`config.mk`:
```
export PLATFORM = sky130hd
export DESIGN_NAME = sr_pair_decoder
export DESIGN_NICKNAME = d
export VERILOG_FILES = /design/src/rtl/sr_pair_decoder.sv
export SDC_FILE = /design/constraint.sdc
export NUM_CORES = 1
export LEC_CHECK = 0
export ABC_AREA = 1
export BUFFER_PORTS_ARGS = -buffer_cell sky130_fd_sc_hd__buf_2
export CAP_MARGIN = 20
export CORE_ASPECT_RATIO = 1.1
export CORE_MARGIN = 4
export CORE_UTILIZATION = 47
export CTS_BUF_LIST = sky130_fd_sc_hd__clkbuf_8
export DETAILED_ROUTE_END_ITERATION = 16
export GPL_TIMING_DRIVEN = 0
export PLACE_DENSITY = 0.69
export SLEW_MARGIN = 20
export SYNTH_ARGS = -nofsm -noshare
export SYNTH_HDL_FRONTEND = slang
export SYNTH_SLANG_ARGS = --single-unit
```
`constraint.sdc`:
```
create_clock -name clk -period 1.7 [get_ports clk]
set_input_delay 0.17 -clock clk [delete_from_list [all_inputs] [get_ports clk]]
set_output_delay 0.17 -clock clk [all_outputs]
set_load 0.1 [all_outputs]
```
`src/rtl/sr_pair_decoder.sv`:
```
// Decoder for an active-low set/reset pair: it samples the pair, filters it for persistence and runs a clocked SR state machine.
// Define SR_DECODER_SYNC_EN to put a two-flop synchronizer in front of the sample register.
module sr_pair_decoder #(
    parameter int HOLD_CYCLES = 4,
    parameter int CNT_W       = 8
) (
    input  logic             clk,
    input  logic             rst_n,
    input  logic             s_n,
    input  logic             r_n,
    input  logic             clear_fault,
    output logic             q,
    output logic             q_n,
    output logic             set_pulse,
    output logic             clr_pulse,
    output logic             fault,
    output logic [CNT_W-1:0] fault_cnt
);
    localparam int              CW     = $clog2(HOLD_CYCLES + 1);
    localparam logic [CW-1:0]   HOLD_V = CW'(HOLD_CYCLES);
    localparam logic [1:0]      CMD_SET  = 2'b01;
    localparam logic [1:0]      CMD_RST  = 2'b10;
    localparam logic [1:0]      CMD_IDLE = 2'b11;
    localparam logic [1:0]      CMD_ILL  = 2'b00;

    typedef enum logic [1:0] {ST_HOLD0, ST_HOLD1, ST_FAULT} state_t;

    logic [1:0] pin_pair;

`ifdef SR_DECODER_SYNC_EN
    logic [1:0] raw_pair;
    logic [1:0] sync1_reg;
    logic [1:0] sync2_reg;
    assign raw_pair = {s_n, r_n};
    generate
        for (genvar gi = 0; gi < 2; gi++) begin : g_sync
            always_ff @(posedge clk) begin
                if (!rst_n) begin
                    sync1_reg[gi] <= 1'b1;
                    sync2_reg[gi] <= 1'b1;
                end else begin
                    sync1_reg[gi] <= raw_pair[gi];
                    sync2_reg[gi] <= sync1_reg[gi];
                end
            end
        end
    endgenerate
    assign pin_pair = sync2_reg;
`else
    assign pin_pair = {s_n, r_n};
`endif

    logic [1:0]       smp_reg;
    logic [1:0]       cmd_prev_reg;
    logic [CW-1:0]    cnt_reg;
    logic [CW-1:0]    cnt_next;
    logic             cmd_changed;
    logic             accept;
    logic             illegal;

    // The counter saturates at HOLD_CYCLES. A command is accepted only on the
    // cycle where the count first reaches HOLD_CYCLES.
    always_comb begin
        cmd_changed = (smp_reg != cmd_prev_reg);
        if (cmd_changed)
            cnt_next = CW'(1);
        else if (cnt_reg == HOLD_V)
            cnt_next = cnt_reg;
        else
            cnt_next = cnt_reg + CW'(1);
        accept  = (cnt_next == HOLD_V) && (cmd_changed || (cnt_reg != HOLD_V));
        illegal = accept && (smp_reg == CMD_ILL);
    end

    always_ff @(posedge clk) begin
        if (!rst_n) begin
            smp_reg      <= CMD_IDLE;
            cmd_prev_reg <= CMD_IDLE;
            cnt_reg      <= '0;
        end else begin
            smp_reg      <= pin_pair;
            cmd_prev_reg <= smp_reg;
            cnt_reg      <= cnt_next;
        end
    end

    state_t            state_reg, state_next;
    logic              q_reg, q_next;
    logic              set_pulse_reg, set_pulse_next;
    logic              clr_pulse_reg, clr_pulse_next;
    logic              fault_reg;
    logic [CNT_W-1:0]  fault_cnt_reg, fault_cnt_next;

    always_comb begin
        state_next     = state_reg;
        q_next         = q_reg;
        set_pulse_next = 1'b0;
        clr_pulse_next = 1'b0;
        fault_cnt_next = fault_cnt_reg;
        if (illegal && (fault_cnt_reg != '1))
            fault_cnt_next = fault_cnt_reg + CNT_W'(1);
        case (state_reg)
            ST_HOLD0: begin
                if (illegal)
                    state_next = ST_FAULT;
                else if (accept && (smp_reg == CMD_SET)) begin
                    state_next     = ST_HOLD1;
                    q_next         = 1'b1;
                    set_pulse_next = 1'b1;
                end
            end
            ST_HOLD1: begin
                if (illegal)
                    state_next = ST_FAULT;
                else if (accept && (smp_reg == CMD_RST)) begin
                    state_next     = ST_HOLD0;
                    q_next         = 1'b0;
                    clr_pulse_next = 1'b1;
                end
            end
            ST_FAULT: begin
                // A fresh illegal acceptance beats clear_fault that arrives in the same cycle.
                if (!illegal && clear_fault)
                    state_next = q_reg ? ST_HOLD1 : ST_HOLD0;
            end
            default: state_next = ST_HOLD0;
        endcase
    end

    always_ff @(posedge clk) begin
        if (!rst_n) begin
            state_reg     <= ST_HOLD0;
            q_reg         <= 1'b0;
            set_pulse_reg <= 1'b0;
            clr_pulse_reg <= 1'b0;
            fault_reg     <= 1'b0;
            fault_cnt_reg <= '0;
        end else begin
            state_reg     <= state_next;
            q_reg         <= q_next;
            set_pulse_reg <= set_pulse_next;
            clr_pulse_reg <= clr_pulse_next;
            fault_reg     <= (state_next == ST_FAULT);
            fault_cnt_reg <= fault_cnt_next;
        end
    end

    assign q         = q_reg;
    assign q_n       = ~q_reg;
    assign set_pulse = set_pulse_reg;
    assign clr_pulse = clr_pulse_reg;
    assign fault     = fault_reg;
    assign fault_cnt = fault_cnt_reg;

endmodule

```
After elaboration in Yosys (flattened, before gate mapping)
Index checks and enable logic that the tools add are counted.

Add/subtract/negate cells: 2. Equal/unequal tests: 14. Muxes and demuxes: 16. Bitwise operators: 4. Reduce and logical (&&, ||, !) cells: 14.

Operators by type and width (number): $mux W2 (5); $add A8 B1 Y8 const B (1); $ne A2 B2 Y1 const B (4); $ne A8 B8 Y1 const B (1); $mux W1 (7); $eq A2 B2 Y1 const B (3); $eq A3 B3 Y1 const B (2); $logic_and A1 B1 Y1 (6); $mux W3 (2); $pmux W2 S3 (1); $reduce_or A3 Y1 (2); $reduce_and A5 Y1 (1); $eq A2 B1 Y1 const B (2); $logic_not A2 Y1 (2); $not A1 Y1 (4); $add A3 B1 Y3 const B (1); $ne A3 B3 Y1 const B (1); $ne A2 B2 Y1 (1); $pmux W1 S2 (1); $reduce_bool A2 Y1 (1); $logic_not A1 Y1 (1); $logic_or A1 B1 Y1 (1).

Flip-flop bits (word level): 21. Input port bits: 5. Output and inout bits: 13.

Longest topological paths before layout
Word-level depth: 11. Depth in mapped cells: 11.

Least setup slack after synthesis
OpenSTA, ideal clock, no wires.

Kind: register to register. Start point: reg fault_cnt_reg[1] (netlist: fault_cnt[1]). End point: reg fault_cnt_reg[2] (netlist: fault_cnt[2]). Library setup time: 120 ps. Arrival time: 2134 ps. Data required time: 1580 ps. Path slack: -554 ps. Stages on the path, launching flop included: 8. Buffers on the path: 1. Cells stage by stage: dfxtp_1 > ha_1 > inv_1 > nor3_2 > nand3_1 > buf_2 > a31oi_1 > nor2_1.

Cells in the longest elaborated chain, start to end: 2. Elaborated cells between the ends (all ways): 3. Those cells by class: 1 x add/sub; 1 x eq/ne; 1 x reduce/logical.

Ends and longest elaborated chain: start: declaration (line 92) `logic [CNT_W-1:0] fault_cnt_reg, fault_cnt_next;`; start signal: assignment (line 144) `fault_cnt_reg <= fault_cnt_next;`; parallel branches: the longest is 2 deep, another holds $add A8 B1 Y8.

Parallel ways; which one is timed is not known. A chain may end at the register's enable or synchronous reset.

Final worst setup path
Start point: reg cnt_reg[0]. End point: reg fault_cnt_reg[2] (netlist: fault_cnt[2]).

Cells in the longest elaborated chain, start to end: 7. Elaborated cells between the ends (all ways): 10. Those cells by class: 1 x add/sub; 3 x eq/ne; 2 x mux; 4 x reduce/logical.

Ends and longest elaborated chain: start: declaration (line 55) `logic [CW-1:0] cnt_reg;`; start signal: assignment (line 83) `cnt_reg <= cnt_next;`; $add A3 B1 Y3 / $eq A3 B3 Y1 (equally long branches) (line 70, 67); $mux W3 (line 67) `else if (cnt_reg == HOLD_V)`; $mux W3 (line 65) `if (cmd_changed)`; $eq A3 B3 Y1 (line 71) `accept = (cnt_next == HOLD_V) && (cmd_changed || (cnt_reg != HOLD_V));`; $logic_and A1 B1 Y1 (*) (line 71); $logic_and A1 B1 Y1 (*) (line 72) `illegal = accept && (smp_reg == CMD_ILL);`; $logic_and A1 B1 Y1 (*) (line 100) `if (illegal && (fault_cnt_reg != '1))`.

Mark *: on every way between the ends. The rest lies on a longest branch, timed or not.

==> metrics <==
Layout fillers=about 200; register area share after synthesis=around 40%; # placed instances=184; Die X=roughly 53 um; initial antenna violation count=0; gr ovfl total=0; number of H-tree levels=1; GRT Max-Usage Layer=met2; Tmin final=~1.6 ns; outcome=finished, final reports clean; worst clock skew=0.00339 ns; HPWL Detailed=between 1500 and 2000 um; CP Launch Type=register; Via density=4.96; crit path DAT=1.73 ns; dpl ws=0.0120 ns; Slowest-stage cell, CP=dfxtp_2; post-DR wirelength/cell=10.9 um; CTS Sinks=21; post-cts hold buffer count=0; Die Area=between 3000 and 4000 um^2; Worst-Skew Late Latency=0.26 ns; Root Buffer=clkbuf_8; antenna cell count=0; crit share post-route=92.7%; Core Util, Final=61.9%; most used cell, CP=nand2_2; Sequential cell area=438 um^2; share of layout cells above drive strength 1=31.9%; Pre-antenna DRT Iters=4; Area growth syn-to-layout=22.4%; DRC viols=0; Crit Path Category=register to register; fin. max-slew vios=0; total track usage=15.0%; WL final=2080 um; global-route wire length before repair=3460 um; met1 usage=21.4%; element type at the critical path end=register; worst setup margin=0.124 ns; core area=2060 um^2; Slew @ Worst Pin=0.490 ns; met3 Use GR=2.61%; number of flip-flops under the largest register name=8; CTS Buf Count=3; Final GP Congestion=0.819; Total Nets Final=about 170; Max VDD drop=0.394 mV; Longest Clk Path Bufs=2; synth unique cells=27; CP max stage delay=0.35 ns; Hold/Removal Path Class=primary input to register; Post-DRT Antenna Nets=0; final hold vios=0; Avg Cell Area, Syn=7.45 um^2; CTS tree=built; number of global-route vias before repair=793; fin cells=191; pin count of the biggest net entering global routing=12; Fmax=between 0.6 and 0.7 GHz; FF+latch count, synth=21; GR Util met2=21.8%; hold_ws=a little over 0.1 ns; Ys Warns=0; Post-Syn Instances=140; Post-Syn Area=between 1000 and 1500 um^2; Port Buffer Count=16; pwr/cell area=a little over 700 nW/um^2; initial core utilization=between 50% and 60%; Multi-input gate area=563 um^2; violation count after the first detailed-route iteration=22; Clk pin slew, worst setup/hold paths=0.07 ns; Row Count=17; # setup viols final=0; syn nets=148; Slew headroom=~68%; Leak Pwr=0.605 nW; worst-path cell chain=inv_1, ha_1, nand2_2, nand2_2, nor2_4, nand4_4, inv_4, buf_6, nand4_1, nand2_1, nor2_1; WP data required=1.85 ns; Via Count=about 950; total of max-cap violations=0; Worst Path Max Fanout=10; Die H=roughly 57 um; I/O Pins=18; Layout Cell Area excl Fill=around 1300 um^2; Cell Area, Placed=1180 um^2
==> worst paths after layout <==
kind	from	endpoint	slack, ns	cells past startpoint
setup / recovery	cnt_reg[0]$_SDFF_PN0_	fault_cnt[2]$_SDFFE_PN0P_	0.12	11
hold / removal	s_n	smp_reg[1]$_SDFF_PN1_	0.10	2
setup reg to reg	cnt_reg[0]$_SDFF_PN0_	fault_cnt[2]$_SDFFE_PN0P_	0.12	11
hold reg to reg	q$_SDFFE_PN0P_	q$_SDFFE_PN0P_	0.49	2
==> power breakdown <==
| part | total, mW | switching [mW] | internal, mW | leakage, nW |
|---|---|---|---|---|
| combinational | 0.0922 | 0.0579 | 0.0344 | 0.402 |
| clock | 0.317 | 0.156 | 0.161 | 0.0269 |
| sequential | 0.507 | 0.00848 | 0.498 | 0.176 |
==> area by class of cell <==
cell class                      count  area share, %
Buffer                              4           1.86
Clock buffer                        3           3.23
Clock inverter                      1          0.294
Inverter                           17           5.48
Multi-Input combinational cell     98           44.1
Sequential cell                    21           34.3
Tap cell                           28           2.74
Timing Repair Buffer               19           8.03
==> stage by stage <==
step                setup TNS [ns]  total power, mW
floorplan                -0.000222            0.581
global placement                 0            0.596
detailed placement               0            0.598
CTS                              0            0.918
global route              -0.00691            0.959
finish                           0            0.916
==> routing by layer <==
metal | wire, um | vias up
met4 | 36 | 0
met5 | 0 | -
met3 | 61 | 5
met1 | 1070 | 425
met2 | 917 | 14
li1 | - | 504
==> cells in the final DEF (no fill, tap or decap), drive strengths merged <==
cell type / netlist / layout
buf: 2 / 21
clkinvlp: 0 / 1
a21oi: 10 / 10
a31oi: 3 / 3
o21ai: 2 / 2
xor2: 2 / 2
nor3: 4 / 4
nand3: 11 / 11
dfxtp: 21 / 21
nand3b: 2 / 2
or2: 2 / 2
inv: 16 / 17
nand2: 35 / 35
clkbuf: 2 / 5
ha: 3 / 3
nor2: 15 / 15
xnor2: 1 / 1
nand4: 8 / 8
==> logic make-up (layout without fill, tap and decap cells) <==
family	count (synthesis)	after routing	synth area share, %
adders and majority gates	3	3	3.60
DFF	21	21	40.3
xor gates and xnor gates	3	3	2.52
AOI/OAI and AO/OA	15	15	7.55
and+or+nand+nor	77	77	37.5
buffers and inverters	21	44	8.51
==> cell usage after synthesis <==
master / n / area (um^2)
nand3_1: 11 / 55.1
nor2_8: 1 / 20.0
clkinv_2: 1 / 5.00
nand2_1: 32 / 120
inv_1: 14 / 52.6
xor2_1: 2 / 17.5
or2_2: 2 / 12.5
nor2_2: 1 / 6.26
inv_2: 2 / 7.51
nand4_1: 7 / 43.8
buf_2: 1 / 5.00
o21ai_1: 1 / 5.00
a21oi_1: 10 / 50.1
buf_6: 1 / 11.3
nand2_2: 2 / 12.5
dfxtp_1: 21 / 420
nor3_2: 1 / 10.0
nor3_1: 3 / 15.0
ha_1: 3 / 37.5
clkbuf_1: 2 / 7.51
nor2_1: 13 / 48.8
xnor2_1: 1 / 8.76
nand4_4: 1 / 21.3
o21ai_0: 1 / 5.00
nand2_4: 1 / 11.3
nand3b_1: 2 / 15.0
a31oi_1: 3 / 18.8
==> what timing repair did <==
item / in CTS / in global routing
setup buffers: 0 / 3
pin swaps: 0 / 4
hold endpoints to repair: 0 / 0
endpoints found under the setup margin: 3 / 12
gates cloned: 0 / 0
resized for setup: 1 / 8
==> worst max-delay path: cells and delay by family, from the launching register on <==
family        cells  cell delay (ns)
simple gates      7             0.66
flops             1             0.35
buf+inv           3             0.27
fa+ha+maj         1             0.20
No activity file was read; power rests on OpenSTA's default activity.
